### src/rtl/wb_stage_reg.sv
// ---------------------------------------------------------------------------
// wb_stage_reg
//
// Write-back pipeline stage register with a single skid entry. Entries
// arriving from the MEM stage are held in a head register. If downstream
// stalls while a new entry arrives, that entry goes into the skid register.
// The head drives the register-file / WWD write-back path.
//
// Ports
//   clk            clock, rising edge
//   reset_n        asynchronous active-low reset
//   in_valid       upstream entry present
//   in_ready       stage can accept this cycle (from state only)
//   in_memdata     memory read data
//   in_alu         ALU result
//   in_rd          destination register index
//   in_memtoreg    select memdata (1) or ALU result (0) for write-back
//   in_regwrite    entry writes the register file
//   in_wwd         entry is a WWD operation
//   flush          synchronous discard of all held entries
//   out_valid      head entry present
//   out_ready      downstream consumes head this cycle
//   out_wbdata     selected write-back value of head
//   out_rd         destination register of head
//   out_regwrite   head control bits, forced 0 when no head
//   out_memtoreg
//   out_wwd
//   is_wb          sticky: an entry has been accepted since reset
//   retire_count   number of entries consumed downstream (wraps)
//
// state   | meaning
// --------+------------------------------------------
// S_EMPTY | no entry held
// S_ONE   | head valid, skid empty
// S_FULL  | head and skid valid, input blocked
// ---------------------------------------------------------------------------
module wb_stage_reg #(
   parameter int WORD_SIZE = 16,
   parameter int RD_W      = 2,
   parameter int WARMUP    = 3,
   parameter int CNT_W     = 16
) (
   input  logic                 clk,
   input  logic                 reset_n,
   input  logic                 in_valid,
   output logic                 in_ready,
   input  logic [WORD_SIZE-1:0] in_memdata,
   input  logic [WORD_SIZE-1:0] in_alu,
   input  logic [RD_W-1:0]      in_rd,
   input  logic                 in_memtoreg,
   input  logic                 in_regwrite,
   input  logic                 in_wwd,
   input  logic                 flush,
   output logic                 out_valid,
   input  logic                 out_ready,
   output logic [WORD_SIZE-1:0] out_wbdata,
   output logic [RD_W-1:0]      out_rd,
   output logic                 out_regwrite,
   output logic                 out_memtoreg,
   output logic                 out_wwd,
   output logic                 is_wb,
   output logic [CNT_W-1:0]     retire_count
);

   localparam int WU_W = (WARMUP < 1) ? 1 : $clog2(WARMUP + 1);
   localparam logic [WU_W-1:0] WU_MAX = WU_W'(WARMUP);

   typedef enum logic [1:0] {
      S_EMPTY = 2'd0,
      S_ONE   = 2'd1,
      S_FULL  = 2'd2
   } state_t;

   state_t state, next_state;

   logic [WU_W-1:0] wu_cnt;
   logic            warm;

   logic [WORD_SIZE-1:0] head_memdata, head_alu, skid_memdata, skid_alu;
   logic [RD_W-1:0]      head_rd, skid_rd;
   logic                 head_memtoreg, head_regwrite, head_wwd;
   logic                 skid_memtoreg, skid_regwrite, skid_wwd;

   logic accept, pop;
   logic load_head_in, load_skid_in, move_skid;

   // Warm-up: count edges out of reset, saturating at WARMUP.
   always_ff @(posedge clk or negedge reset_n) begin
      if (!reset_n) begin
         wu_cnt <= '0;
      end else if (wu_cnt != WU_MAX) begin
         wu_cnt <= wu_cnt + WU_W'(1);
      end
   end

   assign warm      = (wu_cnt == WU_MAX);
   assign in_ready  = warm && (state != S_FULL);
   assign out_valid = (state != S_EMPTY);
   assign accept    = in_valid && in_ready;
   assign pop       = out_valid && out_ready;

   always_ff @(posedge clk or negedge reset_n) begin
      if (!reset_n) begin
         state <= S_EMPTY;
      end else begin
         state <= next_state;
      end
   end

   // Flush wins over accept and pop; storage is left untouched so the
   // data/rd outputs keep showing the last head value.
   always_comb begin
      next_state   = state;
      load_head_in = 1'b0;
      load_skid_in = 1'b0;
      move_skid    = 1'b0;
      if (flush) begin
         next_state = S_EMPTY;
      end else begin
         unique case (state)
            S_EMPTY: begin
               if (accept) begin
                  next_state   = S_ONE;
                  load_head_in = 1'b1;
               end
            end
            S_ONE: begin
               if (accept && pop) begin
                  load_head_in = 1'b1;
               end else if (accept) begin
                  next_state   = S_FULL;
                  load_skid_in = 1'b1;
               end else if (pop) begin
                  next_state = S_EMPTY;
               end
            end
            S_FULL: begin
               if (pop) begin
                  next_state = S_ONE;
                  move_skid  = 1'b1;
               end
            end
            default: next_state = S_EMPTY;
         endcase
      end
   end

   always_ff @(posedge clk or negedge reset_n) begin
      if (!reset_n) begin
         head_memdata  <= '0;
         head_alu      <= '0;
         head_rd       <= '0;
         head_memtoreg <= 1'b0;
         head_regwrite <= 1'b0;
         head_wwd      <= 1'b0;
      end else if (load_head_in) begin
         head_memdata  <= in_memdata;
         head_alu      <= in_alu;
         head_rd       <= in_rd;
         head_memtoreg <= in_memtoreg;
         head_regwrite <= in_regwrite;
         head_wwd      <= in_wwd;
      end else if (move_skid) begin
         head_memdata  <= skid_memdata;
         head_alu      <= skid_alu;
         head_rd       <= skid_rd;
         head_memtoreg <= skid_memtoreg;
         head_regwrite <= skid_regwrite;
         head_wwd      <= skid_wwd;
      end
   end

   always_ff @(posedge clk or negedge reset_n) begin
      if (!reset_n) begin
         skid_memdata  <= '0;
         skid_alu      <= '0;
         skid_rd       <= '0;
         skid_memtoreg <= 1'b0;
         skid_regwrite <= 1'b0;
         skid_wwd      <= 1'b0;
      end else if (load_skid_in) begin
         skid_memdata  <= in_memdata;
         skid_alu      <= in_alu;
         skid_rd       <= in_rd;
         skid_memtoreg <= in_memtoreg;
         skid_regwrite <= in_regwrite;
         skid_wwd      <= in_wwd;
      end else if (move_skid) begin
         skid_memdata  <= '0;
         skid_alu      <= '0;
         skid_rd       <= '0;
         skid_memtoreg <= 1'b0;
         skid_regwrite <= 1'b0;
         skid_wwd      <= 1'b0;
      end
   end

   always_ff @(posedge clk or negedge reset_n) begin
      if (!reset_n) begin
         is_wb        <= 1'b0;
         retire_count <= '0;
      end else if (!flush) begin
         if (accept) begin
            is_wb <= 1'b1;
         end
         if (pop) begin
            retire_count <= retire_count + CNT_W'(1);
         end
      end
   end

   // Data and rd follow the head even when empty; control bits are gated
   // so an empty stage can never cause a register-file write.
   assign out_wbdata   = head_memtoreg ? head_memdata : head_alu;
   assign out_rd       = head_rd;
   assign out_regwrite = out_valid && head_regwrite;
   assign out_memtoreg = out_valid && head_memtoreg;
   assign out_wwd      = out_valid && head_wwd;

endmodule

### config.mk
export PLATFORM = sky130hd
export DESIGN_NAME = wb_stage_reg
export DESIGN_NICKNAME = d
export VERILOG_FILES = /design/src/rtl/wb_stage_reg.sv
export SDC_FILE = /design/constraint.sdc
export NUM_CORES = 1
export LEC_CHECK = 0
export CORE_MARGIN = 1.5
export CORE_UTILIZATION = 56
export DETAILED_ROUTE_END_ITERATION = 8
export GPL_TIMING_DRIVEN = 0
export PLACE_DENSITY = 0.85
export SYNTH_ARGS = -nofsm -noshare
export SYNTH_HDL_FRONTEND = slang
export SYNTH_SLANG_ARGS = --single-unit
### constraint.sdc
create_clock -name clk -period 4.83 [get_ports clk]
set_input_delay 1.449 -clock clk [delete_from_list [all_inputs] [get_ports clk]]
set_output_delay 1.449 -clock clk [all_outputs]
set_load 0.05 [all_outputs]
==> results.md <==
* Delay contributed by the slowest stage of the critical path at 0.70 ns
* Library cell occupying the most area in the post-synthesis netlist: sky130_fd_sc_hd__dfrtp_1
* Nets in the synthesized netlist at 472
* Final Wtd Congestion at 0.7733
* Normalized max-slew margin at 59.97%
* Post-synthesis average cell area at 10.27 um^2
* Height of the die at 91.61 um
* Post-synthesis register bit count at 95
* Ordered cell list for the critical path: buf_2 > buf_1 > mux2_2 > clkdlybuf4s50_1
* Number of I/O port buffers at 81
* Number of top-level design ports at 82
* Maximum achievable frequency at 0.2509 GHz
* CTS tree: built
* Antenna violations before repair at 0
* Placed cell area at 5360 um^2
* Number of detailed-routing iterations run before antenna repair at 4
* Drt total wl at 10060 um
* Max-cap viol count at 0
* Share of final-layout standard cells stronger than drive strength 1 at 12.74%
* Number of buffers and inverters on the critical path at 3
* Total CTS buffers at 9
* Power per cell area at 385.4 nW/um^2
* Worst endpoint required time at 3.38 ns
* Maximum fanout count along the critical path at 10
* Static Leakage at 2.690 nW
* Total die area at 8391 um^2
* Slew of the pin with the lowest slew margin at 0.6004 ns
* Worst-case hold slack at 0.4688 ns
* Grt total ovfl at 0
* Initial DRC count at 219
* Net total in the final layout at 565
* Floorplan core area at 7647 um^2
* Worst setup timing slack at the placement stage at 1.253 ns
* Clock skew after layout at 0.01429 ns
* Number of global-route vias before repair at 3409
* Kind of start point of the critical path: flip-flop
* Postcts setup bufs at 0
* Pins over their slew limit at 0
* Most frequent cells after synthesis: 116 x sky130_fd_sc_hd__nand2_1, 95 x sky130_fd_sc_hd__dfrtp_1, 38 x sky130_fd_sc_hd__o21ai_0
* Clock sink count at 95
* Clk pin slew, worst setup/hold paths at 0.09 ns
* Antenna viol nets, final at 0
* Share of synthesized flip-flops with an asynchronous set or reset at 100.0%
* Outcome: complete, no violations
* Crit path max-delay cell type: sky130_fd_sc_hd__clkdlybuf4s50_1
* DR vias/cell at 5.420
* Total negative slack for setup checks at 0 ns
* Class of the most critical setup path: reg2out
* Final-report hold violation count at 0
* Top cell family by delay on the critical path: buffers and inverters
* Area fraction of the dominant cell type after synthesis at 54.07%
* Post-route DRC violation count at 0
* Final worst path period share at 82.53%
* Highest ir drop seen on vdd at 0.2822 mV
* Total of warnings raised by yosys at 0
* Post-synthesis cell count at 428
* Final setup slack of the worst path at 0.8436 ns
* Max clock buf depth at 2
* Resize count post-CTS at 0
* Chip Width at 91.61 um
* Wire length per cell after detailed routing at 16.02 um
* Critical Path Sink Type: output port
* Sum of internal, switching and leakage power at 2.132 mW
* Top-count cell post-synth: sky130_fd_sc_hd__nand2_1
* Number of inserted diodes at 0
* Post-layout instance area at 5533 um^2
* Number of H-tree branching levels at 3
* Wire length of the first global-routing pass at 16820 um
* Worst min-delay path category: reg2reg
* Hold-fix buffers at CTS at 0
* Synth Cell Area at 4397 um^2
* Final setup fails at 0
* Total routing resource utilization after global routing at 26.11%
* Most frequently used flop master after synthesis: sky130_fd_sc_hd__dfrtp_1
* Area Growth Syn to Fin at 25.84%
* Sequential element share of the synthesized area at 54.07%
* Number of flops mapped to enable cells by yosys at 0
* Distinct cells, synth at 34
* Number of standard-cell rows in the floorplan at 32
* Buffer cell driving the clock tree root: sky130_fd_sc_hd__clkbuf_8
* Initial Util at 57.49%
* Via Count at 3404
* Worst skew pair latency at 0.36 ns
* Top post-synthesis cells by area: sky130_fd_sc_hd__dfrtp_1 54%, sky130_fd_sc_hd__nand2_1 9.9%, sky130_fd_sc_hd__mux2i_1 8.4%
* Pin count of the biggest net entering global routing at 52
* Min cycle time layout at 3.986 ns
* DP Wirelength at 7252 um
* CP arrival at 2.54 ns
* Setup repair after global routing missed its margin: no
==> flip-flops by register name, summed over array words and instances (netlist names) <==
signal / flops
head_alu: 16
head_memdata: 16
retire_count: 16
skid_alu: 16
skid_memdata: 16
out_rd: 2
skid_rd: 2
state: 2
wu_cnt: 2
head_memtoreg: 1
head_regwrite: 1
head_wwd: 1
is_wb: 1
skid_memtoreg: 1
skid_regwrite: 1
skid_wwd: 1
==> layout make-up <==
cell class | instances | area [um^2]
buffer | 28 | 156.4
timing repair buffer | 82 | 835.8
multi-input combinational | 302 | 1852
inverter | 3 | 11.26
fill | 567 | 2115
clock buffer | 11 | 141.4
sequential | 95 | 2377
tap | 102 | 127.6
clock inverter | 5 | 31.28
==> layout by cell type, fill, tap and decap left out, types with 2 or more instances in the layout <==
cell | synthesis | routed
sky130_fd_sc_hd__nand2_1 | 116 | 116
sky130_fd_sc_hd__xnor2_1 | 6 | 6
sky130_fd_sc_hd__nor2b_1 | 2 | 2
sky130_fd_sc_hd__clkbuf_2 | 2 | 2
sky130_fd_sc_hd__and4_1 | 2 | 2
sky130_fd_sc_hd__o21ai_0 | 38 | 38
sky130_fd_sc_hd__mux2i_1 | 37 | 37
sky130_fd_sc_hd__clkdlybuf4s50_1 | 0 | 80
sky130_fd_sc_hd__nor4b_2 | 2 | 2
sky130_fd_sc_hd__nor4_2 | 2 | 2
sky130_fd_sc_hd__nand4_1 | 5 | 5
sky130_fd_sc_hd__nand3_1 | 2 | 2
sky130_fd_sc_hd__mux2_2 | 18 | 18
sky130_fd_sc_hd__inv_1 | 3 | 3
sky130_fd_sc_hd__clkbuf_8 | 0 | 10
sky130_fd_sc_hd__and2_1 | 4 | 4
sky130_fd_sc_hd__clkinv_2 | 0 | 3
sky130_fd_sc_hd__nor2_1 | 4 | 4
sky130_fd_sc_hd__nor3_1 | 5 | 5
sky130_fd_sc_hd__o21ai_1 | 36 | 36
sky130_fd_sc_hd__buf_2 | 15 | 15
sky130_fd_sc_hd__buf_4 | 8 | 9
sky130_fd_sc_hd__dfrtp_1 | 95 | 95
sky130_fd_sc_hd__clkbuf_1 | 2 | 3
sky130_fd_sc_hd__ha_1 | 2 | 2
sky130_fd_sc_hd__xor2_1 | 11 | 11
==> final timing paths <==
kind,end,slack (ns),start,depth (start not counted)
hold reg to reg,retire_count[15],0.47,retire_count[15],1
setup / recovery,out_wbdata[14],0.84,head_memtoreg,4
min in group asynchronous,wu_cnt[0],1.08,reset_n,1
max in group asynchronous,head_memdata[11],3.08,reset_n,2
hold / removal,retire_count[15],0.47,retire_count[15],1
setup reg to reg,head_alu[11],2.88,wu_cnt[0],7
==> worst register-to-register path: stages (launching register included) <==
cell                      delay, ns
sky130_fd_sc_hd__dfrtp_1       0.38
sky130_fd_sc_hd__ha_1          0.25
sky130_fd_sc_hd__nand2_1       0.17
sky130_fd_sc_hd__nor4b_2       0.34
sky130_fd_sc_hd__buf_2         0.26
sky130_fd_sc_hd__buf_2         0.27
sky130_fd_sc_hd__nand2_1       0.10
sky130_fd_sc_hd__o21ai_1       0.09
==> per-layer routing <==
layer	vias to the layer above	wire (um)	GRT usage [%]	part of all wire [%]
met5	-	0	0	0
met4	0	84	8.464	0.84
met3	9	395	4.271	3.9
met2	100	4962	44.34	49
met1	1659	4617	34.07	46
li1	1636	-	-	-
==> power by group <==
part | total (mW) | internal (mW) | switching [mW]
Clock | 0.474 | 0.201 | 0.273
Combinational | 0.614 | 0.243 | 0.371
Sequential | 1.04 | 0.942 | 0.103
==> kinds of logic (layout without fill, tap and decap cells) <==
kind of cell	count (synthesis)	count (layout)	synth area share, %
multiplexers	55	55	13.03
AND/OR/NAND/NOR	151	151	16.19
adder cells (fa/ha/maj)	2	2	0.5691
flip-flops	95	95	54.07
AO/OA/AOI/OAI	77	77	8.936
buffers and inverters	31	129	3.813
XOR/XNOR	17	17	3.386
==> through the flow <==
step	instances	util (%)
floorplan	428	-
CTS	628	72.35
global route	628	72.35
global placement	611	69.76
finish	628	72.35
detailed placement	612	70.09
Power figures use the tool's default switching activity.
